$ cat config.mk
export PLATFORM = sky130hd
export DESIGN_NAME = buffer_escrita
export DESIGN_NICKNAME = d
export VERILOG_FILES = /design/src/rtl/buffer_escrita.sv
export SDC_FILE = /design/constraint.sdc
export NUM_CORES = 1
export LEC_CHECK = 0
export BUFFER_PORTS_ARGS = -buffer_cell sky130_fd_sc_hd__buf_4
export CORE_MARGIN = 1.5
export CORE_UTILIZATION = 40
export CTS_BUF_LIST = sky130_fd_sc_hd__clkbuf_4 sky130_fd_sc_hd__clkbuf_8 sky130_fd_sc_hd__clkbuf_16
export DETAILED_ROUTE_END_ITERATION = 8
export PLACE_DENSITY_LB_ADDON = 0.08
export SLEW_MARGIN = 20
export SYNTH_ARGS = -nofsm -noshare
export SYNTH_HDL_FRONTEND = slang
export SYNTH_SLANG_ARGS = --single-unit
$ cat constraint.sdc
create_clock -name Clock -period 2.55 [get_ports Clock]
set_input_delay 0.255 -clock Clock [delete_from_list [all_inputs] [get_ports Clock]]
set_output_delay 0.255 -clock Clock [all_outputs]
set_load 0.1 [all_outputs]
$ cat src/rtl/buffer_escrita.sv
// buffer_escrita: posted-store FIFO between nRisc's data port and data memory, with load forwarding.
// Define BUFFER_ESCRITA_CONTADORES_EN to build the NumFwd/NumStall saturating counters.
module buffer_escrita #(
  parameter int PROF = 4,
  parameter int LARG = 8
) (
  input  logic            Clock,
  input  logic            reset,
  input  logic            MemWrite,
  input  logic            MemRead,
  input  logic [LARG-1:0] Endereco,
  input  logic [LARG-1:0] EscreveDado,
  output logic [LARG-1:0] LeDado,
  output logic            Stall,
  output logic [LARG-1:0] MemEndereco,
  output logic [LARG-1:0] MemEscreveDado,
  output logic            MemWriteOut,
  output logic            MemReadOut,
  input  logic [LARG-1:0] MemLeDado,
  input  logic            MemPronto,
  output logic [7:0]      NumFwd,
  output logic [7:0]      NumStall
);

  localparam int PTRW = (PROF > 1) ? $clog2(PROF) : 1;
  localparam int CNTW = PTRW + 1;
  localparam logic [CNTW-1:0] CHEIO = CNTW'(PROF);

  typedef enum logic [1:0] {OCIOSO, ESCRITA, LEITURA, ENTREGA} EstadoT;

  EstadoT            estado;
  EstadoT            proxEstado;
  logic [LARG-1:0]   fifoEnd  [PROF];
  logic [LARG-1:0]   fifoDado [PROF];
  logic [PTRW-1:0]   cabeca;
  logic [PTRW-1:0]   cauda;
  logic [CNTW-1:0]   contagem;
  logic [LARG-1:0]   dadoLido;
  logic [PTRW-1:0]   scanIdx;
  logic              acerto;
  logic [LARG-1:0]   dadoAcerto;
  logic              cheio;
  logic              enfileira;
  logic              desenfileira;
  logic              faltaLeitura;
  logic              encaminha;

  // Scan oldest to youngest so the youngest matching store overrides older ones.
  always_comb begin
    acerto     = 1'b0;
    dadoAcerto = '0;
    scanIdx    = cabeca;
    for (int i = 0; i < PROF; i++) begin
      scanIdx = cabeca + PTRW'(i);
      if ((CNTW'(i) < contagem) && (fifoEnd[scanIdx] == Endereco)) begin
        acerto     = 1'b1;
        dadoAcerto = fifoDado[scanIdx];
      end
    end
  end

  assign cheio        = (contagem == CHEIO);
  assign enfileira    = MemWrite && !cheio;
  assign desenfileira = (estado == ESCRITA) && MemPronto;
  assign faltaLeitura = MemRead && !acerto && (estado != ENTREGA);
  assign encaminha    = MemRead && acerto && (estado != ENTREGA);

  // Memory strobes decode the state register only; a load miss wins over draining.
  always_comb begin
    proxEstado     = estado;
    LeDado         = '0;
    MemWriteOut    = 1'b0;
    MemReadOut     = 1'b0;
    MemEndereco    = '0;
    MemEscreveDado = '0;
    case (estado)
      OCIOSO: begin
        if (faltaLeitura)
          proxEstado = LEITURA;
        else if (contagem != '0)
          proxEstado = ESCRITA;
      end
      ESCRITA: begin
        MemWriteOut    = 1'b1;
        MemEndereco    = fifoEnd[cabeca];
        MemEscreveDado = fifoDado[cabeca];
        if (MemPronto)
          proxEstado = OCIOSO;
      end
      LEITURA: begin
        MemReadOut  = 1'b1;
        MemEndereco = Endereco;
        if (MemPronto)
          proxEstado = ENTREGA;
      end
      ENTREGA: begin
        LeDado     = dadoLido;
        proxEstado = OCIOSO;
      end
      default: proxEstado = OCIOSO;
    endcase
    if (encaminha)
      LeDado = dadoAcerto;
    Stall = faltaLeitura || (MemWrite && cheio);
  end

  always_ff @(posedge Clock or negedge reset) begin
    if (!reset) begin
      estado   <= OCIOSO;
      cabeca   <= '0;
      cauda    <= '0;
      contagem <= '0;
      dadoLido <= '0;
    end else begin
      estado <= proxEstado;
      if (enfileira)
        cauda <= cauda + 1'b1;
      if (desenfileira)
        cabeca <= cabeca + 1'b1;
      case ({enfileira, desenfileira})
        2'b10:   contagem <= contagem + 1'b1;
        2'b01:   contagem <= contagem - 1'b1;
        default: contagem <= contagem;
      endcase
      if ((estado == LEITURA) && MemPronto)
        dadoLido <= MemLeDado;
    end
  end

  // Entry storage needs no reset: an entry is only visible while counted.
  always_ff @(posedge Clock) begin
    if (enfileira) begin
      fifoEnd[cauda]  <= Endereco;
      fifoDado[cauda] <= EscreveDado;
    end
  end

`ifdef BUFFER_ESCRITA_CONTADORES_EN
  always_ff @(posedge Clock or negedge reset) begin
    if (!reset) begin
      NumFwd   <= '0;
      NumStall <= '0;
    end else begin
      if (encaminha && (NumFwd != 8'hFF))
        NumFwd <= NumFwd + 1'b1;
      if (Stall && (NumStall != 8'hFF))
        NumStall <= NumStall + 1'b1;
    end
  end
`else
  assign NumFwd   = '0;
  assign NumStall = '0;
`endif

endmodule

==> metrics.yaml <==
drt:
  wl_per_cell_um: 18.91
  dr.pass1.iters: 5
  postRouteAntennaNets: 0
  wirelength_um: 15600
  via_per_inst: 5.327
  vias: 4395
  dr.first_iter.drc_count: 206
  route.detailed.drc: 0
floorplanning:
  fp.dieH_um: 121.5
  ios: 72
  row_count: 43
  initial_core_util: 0.4078
  die_area_um2: 14760
  die_w_um: 121.5
  coreArea_um2: 13770
sta:
  finalMaxSlewViolations: 0
  skew_ns: 0.006897
  max_slew_margin: 0.5900
  rsz0062_at_grt: "true"
  hold_viol_final: 0
  fmaxAchievable_ghz: 0.2851
  tightest_slew_ns: 0.6143
  setup_viol: 11
  fin_ws_ns: -0.9578
  fin_crit_ns: 3.508
  fin_crit_sh: 1.376
worst_hold_path:
  hold-path-endpoint: "fifoDado[3][7]"
  hold_path_class: "in -> reg"
  min_from: "EscreveDado[7]"
  whs_path_depth: 1
clock_network:
  clockBufferDepth: 2
  cts_tree: "built"
  root_buffer: "clkbuf_16"
  numCtsBuffers: 9
  htreeDepth: 3
  insertion_delay_ns: 0.34
  clock-sinks: 81
  clkTransAtPathRegs_ns: 0.06
critical_path:
  crit_path_cell_trace: "buf_12 > mux2i_2 > xor2_1 > buf_4 > o211ai_1 > a211oi_4 > nand3_2 > or4_1 > o311ai_2 > o22a_4 > buf_12"
  r2r_start: "cabeca[1]"
  crit_required_ns: 2.30
  critical-path-top-cell-by-count: "buf_12"
  reg2reg_slack_ns: -0.38
  cp_slowest_cell: "dfrtp_4"
  path_class: "reg -> out"
  cp_max_fo: 9
  startpoint_type: "register"
  rr_worst_depth: 12
  end_kind: "output pin"
  cp_slowest_stage_delay_ns: 0.53
  r2r-end: "estado[1]"
  critical_path_arrival_ns: 3.25
synthesis:
  synth_edf_count: 64
  synth-seq-area-share: 0.4179
  syn_area_per_cell_um2: 11.01
  netlist_area_um2: 5617
  synthFlopType: "edfxtp_1"
  yosysTopAreaCellShare: 0.3422
  synth_top_area_cell: "edfxtp_1"
  syn_inst: 510
  synth_mux_area_frac: 0.1914
  synth_area_leaders: "edfxtp_1, mux2i_1, dfrtp_1"
  synth_top_family_by_area: "multiplexers"
  synth_xor_area_frac: 0.06237
  synth_cell_types: 72
  async_flop_share: 0.2099
  synth_fa_ha_area_frac: 0.02896
  synth_seq_cells: 81
  synth-simple-area-share: 0.1083
  synth-compound-area-share: 0.1263
  ys_warn_count: 0
placement:
  io_buffers: 55
  hpwlAfterDp_um: 11130
  place_congestion: 0.8396
flow_run:
  max-cap-violations: 0
status:
  violations: "negative setup slack"
  status: "complete, but fails checks"
layout:
  fill_cells: 1194
  layout_commonest_cell: "buf_4"
  multi_input_area_um2: 3466
  seqCellArea_um2: 2352
  antenna_cells: 0
  drive_gt1_frac: 0.4295
  area_growth_pct: 39.96
  utilization: 0.5708
  num-nets-final: 682
  most-common-layout-cells: "buf_4, edfxtp_1, mux2i_1"
power_and_ir_drop:
  leakage_nw: 3.187
  peakVddDrop_v: 0.0007715
  powerDensity_nw_per_um2: 1317
  finalPower_mw: 10.36
global_routing:
  antenna_found_initial: 0
  grt.total_usage: 0.2232
  grt_pass1_vias: 4395
  grt-ovfl-total: 0
  grt_max_degree: 47
  grt_pass1_wl_um: 24560
-- cells in the mapped netlist (3+ instances only) --
master / n
o21ai_0: 15
a32o_1: 4
clkbuf_1: 14
xor2_1: 6
ha_1: 13
mux4_2: 3
mux2i_1: 69
o31ai_1: 5
buf_2: 10
nand3_1: 5
buf_4: 16
a22oi_1: 4
nor2b_1: 8
nor2_1: 28
a22o_1: 3
and3_1: 3
nor3_1: 10
a21boi_0: 3
a211oi_1: 5
dfrtp_1: 17
mux2_2: 19
xnor2_1: 34
nand2_1: 39
a21oi_1: 20
inv_1: 14
buf_6: 3
edfxtp_1: 64
o211ai_1: 6
buf_1: 7
a31oi_1: 3
and2_1: 8
-- how the worst max path moves through the flow --
| stage | from | endpoint |
|---|---|---|
| after floorplan | cabeca[1] | LeDado[5] |
| after global placement | cabeca[1] | LeDado[0] |
| after detailed placement | cabeca[1] | LeDado[6] |
| after CTS | cabeca[0] | LeDado[4] |
| after global routing | cabeca[1] | LeDado[4] |
| final | cabeca[1] | LeDado[4] |
-- timing repair --
action,CTS,global route
pin swaps,14,6
hold endpoints to repair,17,0
hold buffers,1,0
buffers inserted,8,3
endpoints found under the setup margin,19,12
resized for setup,64,25
-- area by class of cell --
cell class	instances	area share
flip-flops and latches	81	0.2992
inverters	14	0.006685
multi-input cells	378	0.4409
well taps	180	0.02865
clock buffers	11	0.03056
clock inverters	5	0.01321
repair buffers	156	0.1808
-- state kept, by name (all words and copies together) (netlist names) --
register,flops
fifoDado,32
fifoEnd,32
dadoLido,8
contagem,3
cabeca,2
cauda,2
estado,2
-- critical path: cells and delay by family (launching register included) --
| family | cells | cell delay [ns] |
|---|---|---|
| simple gates | 2 | 0.64 |
| flops | 1 | 0.53 |
| mux | 1 | 0.25 |
| buf+inv | 3 | 0.50 |
| compound gates | 4 | 0.80 |
| xor+xnor | 1 | 0.18 |
-- power breakdown --
group	internal, mW	total [mW]	switching, mW
Combinational	2.68	6.77	4.09
Clock	0.979	1.51	0.528
Sequential	1.81	2.08	0.270
Total	5.47	10.4	4.89
-- metrics by stage --
step	instance area [um^2]	std cells	setup slack, ns	setup TNS (ns)	hold WS [ns]
floorplan	5952	525	-0.4645	-3.626	-0.04059
global placement	7013	798	-0.7187	-6.564	0.1442
detailed placement	7013	798	-0.7409	-6.848	0.1471
CTS	7737	822	-0.9705	-8.660	0.09815
global route	7861	825	-1.044	-9.748	0.1057
finish	7861	825	-0.9578	-8.427	0.1078
-- kinds of logic after synthesis --
| family | Yosys count |
|---|---|
| adder cells (fa/ha/maj) | 13 |
| buffers and inverters | 66 |
| AND/OR/NAND/NOR | 116 |
| flip-flops | 81 |
| AO/OA/AOI/OAI | 96 |
| XOR/XNOR | 40 |
| other | 1 |
| multiplexers | 97 |
-- per-layer routing --
layer | vias up | wire length, um | share of wire | global-route usage
li1 | 2106 | - | - | -
met1 | 2167 | 7799 | 0.50 | 0.3307
met2 | 104 | 6984 | 0.45 | 0.3362
met3 | 18 | 562 | 0.036 | 0.02726
met4 | 0 | 255 | 0.016 | 0.07574
met5 | - | 0 | 0 | 0
No activity file was read; power rests on OpenSTA's default activity.
